### config.mk
export PLATFORM = sky130hd
export DESIGN_NAME = mult32x32_ctrl
export DESIGN_NICKNAME = d
export VERILOG_FILES = /design/src/rtl/mult32x32_ctrl.sv
export SDC_FILE = /design/constraint.sdc
export NUM_CORES = 1
export LEC_CHECK = 0
export ABC_AREA = 1
export CORE_ASPECT_RATIO = 1.25
export CORE_MARGIN = 8
export CORE_UTILIZATION = 15
export DETAILED_ROUTE_END_ITERATION = 8
export PLACE_DENSITY_LB_ADDON = 0.2
export SETUP_SLACK_MARGIN = 0.05
export SYNTH_ARGS = -nofsm -noshare
export SYNTH_HDL_FRONTEND = slang
export SYNTH_SLANG_ARGS = --single-unit
export TNS_END_PERCENT = 30
### constraint.sdc
create_clock -name clk -period 1 [get_ports clk]
set_input_delay 0.2 -clock clk [delete_from_list [all_inputs] [get_ports clk]]
set_output_delay 0.2 -clock clk [all_outputs]
set_load 0.03 [all_outputs]
### src/rtl/mult32x32_ctrl.sv
// ============================================================================
// Module      : mult32x32_ctrl
// Description : Sequencer for the 32x32 multiplier datapath; walks the eight
//               8x16 partial products. Optional zero-skip: MULT_ZERO_SKIP_EN.
// Revision    : 1.0
// ============================================================================
`default_nettype none

module mult32x32_ctrl (
   input  logic        clk,
   input  logic        reset,
   input  logic        start,
   input  logic [31:0] a,
   input  logic [31:0] b,
   output logic        busy,
   output logic        done,
   output logic [1:0]  a_sel,
   output logic        b_sel,
   output logic [2:0]  shift_sel,
   output logic        upd_prod,
   output logic        clr_prod
);

   typedef enum logic [0:0] {
      S_IDLE = 1'b0,
      S_PP   = 1'b1
   } state_t;

   localparam logic [2:0] c_LAST_STEP = 3'd7;

   state_t     r_state, w_state_nxt;
   logic [2:0] r_k, w_k_nxt;
   logic       r_done, w_done_nxt;

`ifdef MULT_ZERO_SKIP_EN
   logic [7:0] r_mask, w_mask_nxt;
   logic [7:0] w_mask_start, w_pick_src, w_mask_rem;
   logic [2:0] w_first;
   logic       w_any;

   // Step k is useful only when both its A byte and its B half-word are non-zero.
   always_comb begin
      w_mask_start = 8'd0;
      for (int k = 0; k < 8; k++) begin
         w_mask_start[k] = (a[8*(k%4) +: 8] != 8'd0) && (b[16*(k/4) +: 16] != 16'd0);
      end
   end

   assign w_pick_src = (r_state == S_IDLE) ? w_mask_start : r_mask;
   assign w_any      = |w_pick_src;

   always_comb begin
      w_first = 3'd0;
      for (int k = 7; k >= 0; k--) begin
         if (w_pick_src[k]) w_first = k[2:0];
      end
   end

   assign w_mask_rem = w_pick_src & ~(8'd1 << w_first);
`else
   logic w_unused_ops;
   assign w_unused_ops = ^{a, b};
`endif

   always_ff @(posedge clk or posedge reset) begin
      if (reset) begin
         r_state <= S_IDLE;
         r_k     <= 3'd0;
         r_done  <= 1'b0;
`ifdef MULT_ZERO_SKIP_EN
         r_mask  <= 8'd0;
`endif
      end else begin
         r_state <= w_state_nxt;
         r_k     <= w_k_nxt;
         r_done  <= w_done_nxt;
`ifdef MULT_ZERO_SKIP_EN
         r_mask  <= w_mask_nxt;
`endif
      end
   end

   always_comb begin
      w_state_nxt = r_state;
      w_k_nxt     = r_k;
      w_done_nxt  = 1'b0;
`ifdef MULT_ZERO_SKIP_EN
      w_mask_nxt  = r_mask;
`endif
      busy      = 1'b0;
      done      = r_done;
      a_sel     = 2'd0;
      b_sel     = 1'b0;
      shift_sel = 3'd0;
      upd_prod  = 1'b0;
      clr_prod  = 1'b0;

      case (r_state)
         S_IDLE: begin
            // Gated with reset so every output is low while reset is held.
            clr_prod = start & ~reset;
            if (start) begin
`ifdef MULT_ZERO_SKIP_EN
               w_mask_nxt = w_mask_rem;
               if (w_any) begin
                  w_state_nxt = S_PP;
                  w_k_nxt     = w_first;
               end else begin
                  w_done_nxt  = 1'b1;
               end
`else
               w_state_nxt = S_PP;
               w_k_nxt     = 3'd0;
`endif
            end
         end
         S_PP: begin
            busy      = 1'b1;
            upd_prod  = 1'b1;
            a_sel     = r_k[1:0];
            b_sel     = r_k[2];
            shift_sel = {1'b0, r_k[1:0]} + {1'b0, r_k[2], 1'b0};
`ifdef MULT_ZERO_SKIP_EN
            w_mask_nxt = w_mask_rem;
            if (w_any) begin
               w_k_nxt = w_first;
            end else begin
               w_state_nxt = S_IDLE;
               w_k_nxt     = 3'd0;
               w_done_nxt  = 1'b1;
            end
`else
            if (r_k == c_LAST_STEP) begin
               w_state_nxt = S_IDLE;
               w_k_nxt     = 3'd0;
               w_done_nxt  = 1'b1;
            end else begin
               w_k_nxt = r_k + 3'd1;
            end
`endif
         end
         default: w_state_nxt = S_IDLE;
      endcase
   end

endmodule

`default_nettype wire

==> results of run 1 <==
synthesized netlist by cell type:
cell type / number / share of area
buf_4: 2 / 0.046
nor2_1: 3 / 0.035
nand2_1: 14 / 0.16
inv_1: 7 / 0.081
dfrtp_1: 5 / 0.39
ha_1: 4 / 0.16
nand3_2: 1 / 0.031
buf_6: 1 / 0.035
nor2_2: 1 / 0.019
inv_2: 1 / 0.012
nand2_4: 1 / 0.035
logic make-up (layout without fill, tap and decap cells):
logic type | count (synthesis) | after routing | share of synthesized area
DFF | 5 | 5 | 0.388
and+or+nand+nor | 20 | 20 | 0.283
buffers and inverters | 11 | 37 | 0.174
adders and majority gates | 4 | 4 | 0.155
state kept, by name (all words and copies together), names as in the netlist:
signal and cells:
done 1, r_state 1, r_k 3
final timing paths:
kind / start / endpoint / slack [ps] / depth (start not counted)
worst max-delay path: r_k[1] / shift_sel[1] / -340 / 4
worst min-delay path: reset / r_k[2] / 250 / 3
worst max register to register: r_k[1] / r_k[2] / -100 / 5
worst min register to register: r_k[2] / r_k[2] / 670 / 3
max in group asynchronous: reset / r_state / 630 / 3
min in group clk: r_k[2] / r_k[2] / 670 / 3
through the flow:
step | area [µm²] | hold WS (ps) | power [mW] | setup WS, ps
floorplan | 348 | -13.4 | 1.51 | -125
global placement | 499 | 496 | 2.02 | -204
detailed placement | 499 | 502 | 2.03 | -204
CTS | 642 | 235 | 2.78 | -344
global route | 679 | 289 | 3.10 | -390
finish | 679 | 251 | 2.88 | -336
area by class of cell:
type | instances | share of cell area
inverters | 8 | 0.0516
repair buffers | 25 | 0.368
clock buffers | 4 | 0.0387
flip-flops and latches | 5 | 0.186
multi-input cells | 24 | 0.317
well taps | 21 | 0.0387
metal layers:
layer,track usage,vias to the layer above
li1,-,167
met1,0.0454,140
met2,0.0889,11
met3,0.0188,4
met4,0.0564,0
met5,0,-
critical path: cells and delay by family, from the launching register on:
family	cells	cell delay, ps
adders and majority gates	1	290
DFF	1	380
and+or+nand+nor	1	60
buffers and inverters	2	170
power by group through the flow:
stage / Sequential (mW) / Combinational (mW) / Clock [mW]
6_report: 0.390 / 2.24 / 0.245
5_1_grt: 0.398 / 2.44 / 0.264
4_1_cts: 0.389 / 2.14 / 0.252
3_5_place_dp: 0.439 / 1.59 / 0
3_3_place_gp: 0.444 / 1.58 / 0
2_1_floorplan: 0.467 / 1.05 / 0
timing repair:
item	4_1_cts	5_1_grt
gates resized for setup	19	6
pin swaps	1	0
buffers inserted	4	1
endpoints found under the setup margin	15	15
==> impl_metrics.py, run 1 <==
metrics = {
    "cells_and_area": {
        "fillers": 223,
        "final_cell_mix": "12 x buf_6, 11 x nand2_1, 10 x buf_4",
        "n_antenna_cell": 0,
        "drive_gt1_frac": 0.621,
        "seq_area_um2": 126,
        "synthToLayoutAreaGrowth_pct": 110,
        "final_nets": 138,
        "multiInputGateArea_um2": 215,
        "layout_commonest_cell": "buf_6",
        "post-route-util": 0.321,
        "stdcell_count": 87,
    },
    "detailed_routing": {
        "wl_met1_um": 356,
        "wire_per_inst_um": 9.78,
        "routed_wl_um": 851,
        "wl_met3_um": 60,
        "via_per_inst": 3.70,
        "ant_nets": 0,
        "drt_iter0_drc": 5,
        "top_layer": "met4",
        "drc": 0,
        "vias": 322,
        "first_pass_iters": 2,
        "wl_met2_um": 401,
    },
    "clock_network": {
        "clk_pin_slew_ps": 50,
        "cts.sinks": 5,
        "cts_hold_buffers": 0,
        "clockRootBuffer": "clkbuf_4",
        "clk_latency_ps": 250,
        "tritoncts": "done",
        "cts.path.max_buffers": 2,
        "cts_made_buffers": 3,
        "htree_levels": 1,
    },
    "floorplanning": {
        "rows": 19,
        "die_x_um": 57.5,
        "placeableCoreArea_um2": 2120,
        "ios": 77,
        "die_height_um": 67.9,
        "start_util": 0.153,
        "die_area_um2": 3900,
    },
    "worst_hold_path": {
        "hold_path.class": "in2async",
    },
    "synth": {
        "synth_cell_types": 11,
        "yosys_warnings": 0,
        "synth_cells": 40,
        "syn_area_per_cell_um2": 8.07,
        "syn_nets": 111,
        "synth_seq_cells": 5,
        "yosysSeqAreaShare": 0.388,
        "synth_area_um2": 323,
    },
    "place": {
        "placement.io_buffers": 12,
        "hpwl_um": 622,
        "gp_congestion": 0.725,
        "dp.cells": 78,
    },
    "sta": {
        "clock-skew-final_ps": 3.01,
        "period_minus_slack_ps": 1340,
        "fmax_ghz": 0.748,
        "finalHoldViolations": 0,
        "tns_ps": -2730,
        "setup_viol": 14,
        "slew_headroom": 0.895,
        "final_max_slew_viol_count": 0,
        "tightest_slew_ps": 157,
        "rsz0062_at_grt": "yes",
        "post-route-worst-setup-slack_ps": -336,
        "fin_crit_sh": 1.34,
    },
    "power": {
        "switching_share": 0.459,
        "switching_power_mw": 1.32,
        "ir_worst_vdd_v": 0.00120,
        "internal_power_mw": 1.56,
        "powerDensity_nw_per_um2": 4240,
        "clockPowerShare": 0.085,
        "power_leakage_nw": 0.346,
        "pwr-share-comb": 0.779,
        "power_frac_seq": 0.136,
    },
    "grt": {
        "grt_pass1_wl_um": 1460,
        "antenna_found_initial": 0,
        "grt.overflow.total": 0,
        "grt_max_degree": 6,
        "grt_pass1_vias": 349,
        "globalRouteTotalUtil": 0.0519,
    },
    "critical_path": {
        "max_stage_delay_ps": 380,
        "cp-start-kind": "flip-flop",
        "worstPathArrival_ps": 1140,
        "crit_fanout": 2,
        "cp-end-kind": "output port",
        "cp_slowest_cell": "dfrtp_1",
        "required_ps": 800,
        "path_cells": "ha_1 -> nand2_1 -> inv_1 -> buf_6",
        "criticalPathCategory": "reg2out",
    },
    "status": {
        "status": "complete, but fails checks",
        "violations": "setup timing",
    },
    "job": {
        "cap_viol_max_count": 0,
    },
}
No activity file was read; power rests on OpenSTA's default activity.
==> inputs of run 2 (changes only) <==
==> constraint.sdc (replaced) <==
create_clock -name clk -period 1 [get_ports clk]
set_input_delay 0.1 -clock clk [delete_from_list [all_inputs] [get_ports clk]]
set_output_delay 0.1 -clock clk [all_outputs]
set_load 0.03 [all_outputs]
==> impl_metrics.py, run 2 (synthesized netlist as in run 1, its figures left out) <==
metrics = {
    "status": {
        "status": "complete, but fails checks",
        "violations": "setup timing",
    },
    "grt": {
        "grt_max_degree": 7,
        "grt.overflow.total": 0,
        "grt_pass1_wl_um": 1450,
        "grt_pass1_vias": 313,
        "antenna_found_initial": 0,
        "globalRouteTotalUtil": 0.0539,
    },
    "place": {
        "hpwl_um": 569,
        "dp.cells": 74,
        "dp_slack_ps": -75.7,
        "placement.io_buffers": 12,
        "gp_congestion": 0.665,
    },
    "clock_network": {
        "htree_levels": 1,
        "cts_made_buffers": 3,
        "clk_latency_ps": 250,
        "cts_hold_buffers": 0,
        "clk_pin_slew_ps": 50,
        "cts.sinks": 5,
        "tritoncts": "done",
        "clockRootBuffer": "clkbuf_4",
        "cts.path.max_buffers": 2,
    },
    "sta": {
        "tns_ps": -1520,
        "slew_headroom": 0.897,
        "clock-skew-final_ps": 5.59,
        "period_minus_slack_ps": 1230,
        "setup_viol": 14,
        "finalHoldViolations": 0,
        "post-route-worst-setup-slack_ps": -234,
        "tightest_slew_ps": 154,
        "final_max_slew_viol_count": 0,
        "rsz0062_at_grt": "yes",
        "fmax_ghz": 0.810,
        "fin_crit_sh": 1.23,
    },
    "detailed_routing": {
        "ant_nets": 0,
        "drt_iter0_drc": 11,
        "via_per_inst": 3.55,
        "first_pass_iters": 2,
        "drc": 0,
        "wire_per_inst_um": 9.92,
        "vias": 298,
        "routed_wl_um": 833,
    },
    "critical_path": {
        "required_ps": 900,
        "cp-end-kind": "output port",
        "cp-start-kind": "flip-flop",
        "rr_startpoint": "r_k[1]",
        "criticalPathCategory": "reg2out",
        "r2r_cells": 5,
        "worstPathArrival_ps": 1130,
        "crit_fanout": 2,
        "r2r_slack_ps": -110,
        "rr_endpoint": "r_k[2]",
    },
    "power": {
        "internal_power_mw": 1.43,
        "power_frac_seq": 0.140,
        "pwr-share-comb": 0.772,
        "switching_power_mw": 1.27,
        "p_total_mw": 2.69,
        "powerDensity_nw_per_um2": 4290,
        "switching_share": 0.470,
        "ir_worst_vdd_v": 0.00119,
        "clockPowerShare": 0.088,
        "power_leakage_nw": 0.326,
    },
    "cells_and_area": {
        "largest_register_ffs": 3,
        "largest_register": "r_k",
        "seq_area_um2": 126,
        "multiInputGateArea_um2": 194,
        "drive_gt1_frac": 0.603,
        "final_cell_mix": "13 x buf_6, 12 x nand2_1, 7 x buf_4",
        "post-route-util": 0.296,
        "fillers": 232,
        "stdcell_count": 84,
        "n_antenna_cell": 0,
        "synthToLayoutAreaGrowth_pct": 94.2,
        "layout_commonest_cell": "buf_6",
        "final_nets": 135,
    },
    "job": {
        "cap_viol_max_count": 0,
    },
    "floorplanning": {
        "rows": 19,
        "die_area_um2": 3900,
        "die_x_um": 57.5,
        "ios": 77,
        "placeableCoreArea_um2": 2120,
        "start_util": 0.153,
        "die_height_um": 67.9,
    },
    "worst_hold_path": {
        "hold_path.class": "in2async",
    },
}
==> run 2: layer usage <==
layer | up-vias | global-route usage | part of all wire
met5 | - | 0 | 0
met4 | 0 | 0.0752 | 0.018
met3 | 2 | 0.0150 | 0.040
met2 | 10 | 0.0719 | 0.53
met1 | 127 | 0.0595 | 0.41
li1 | 159 | - | -
==> run 2: critical path, stage by stage (launching register included) <==
cell,delay (ps)
dfrtp_1,380
ha_1,290
nand2_1,70
inv_2,40
buf_6,120
==> run 2: layout make-up <==
type                    instances  area share
multi-input cells              24       0.309
inverters                       8      0.0559
well taps                      21      0.0419
repair buffers                 22       0.349
clock buffers                   4      0.0419
flip-flops and latches          5       0.202
==> run 2: power groups by stage <==
stage | Sequential, mW | Combinational (mW) | Clock [mW]
after floorplan | 0.478 | 1.09 | 0
final | 0.376 | 2.08 | 0.237
after CTS | 0.376 | 2.03 | 0.245
after global routing | 0.387 | 2.27 | 0.272
after global placement | 0.472 | 1.49 | 0
after detailed placement | 0.477 | 1.49 | 0
==> run 2: how the worst max path moves through the flow <==
stage            from      endpoint  slack, ps  cells after the start
2_1_floorplan  r_k[0]        r_k[0]        -40                      5
3_3_place_gp   r_k[1]        r_k[0]        -60                      5
3_5_place_dp   r_k[1]        r_k[0]        -80                      5
4_1_cts        r_k[1]  shift_sel[1]       -240                      4
5_1_grt        r_k[2]  shift_sel[1]       -280                      4
6_report       r_k[2]  shift_sel[1]       -230                      4
==> run 2: stage by stage <==
step / hold slack (ps) / instance area (µm²)
floorplan: -113 / 365
finish: 140 / 627
global placement: 405 / 487
detailed placement: 408 / 487
CTS: 148 / 606
global route: 162 / 627
==> run 2: repair_timing <==
| item | 4_1_cts | 5_1_grt |
|---|---|---|
| pin swaps | 1 | 1 |
| setup endpoints to repair | 14 | 14 |
| setup buffers | 4 | 2 |
| resized for setup | 18 | 2 |
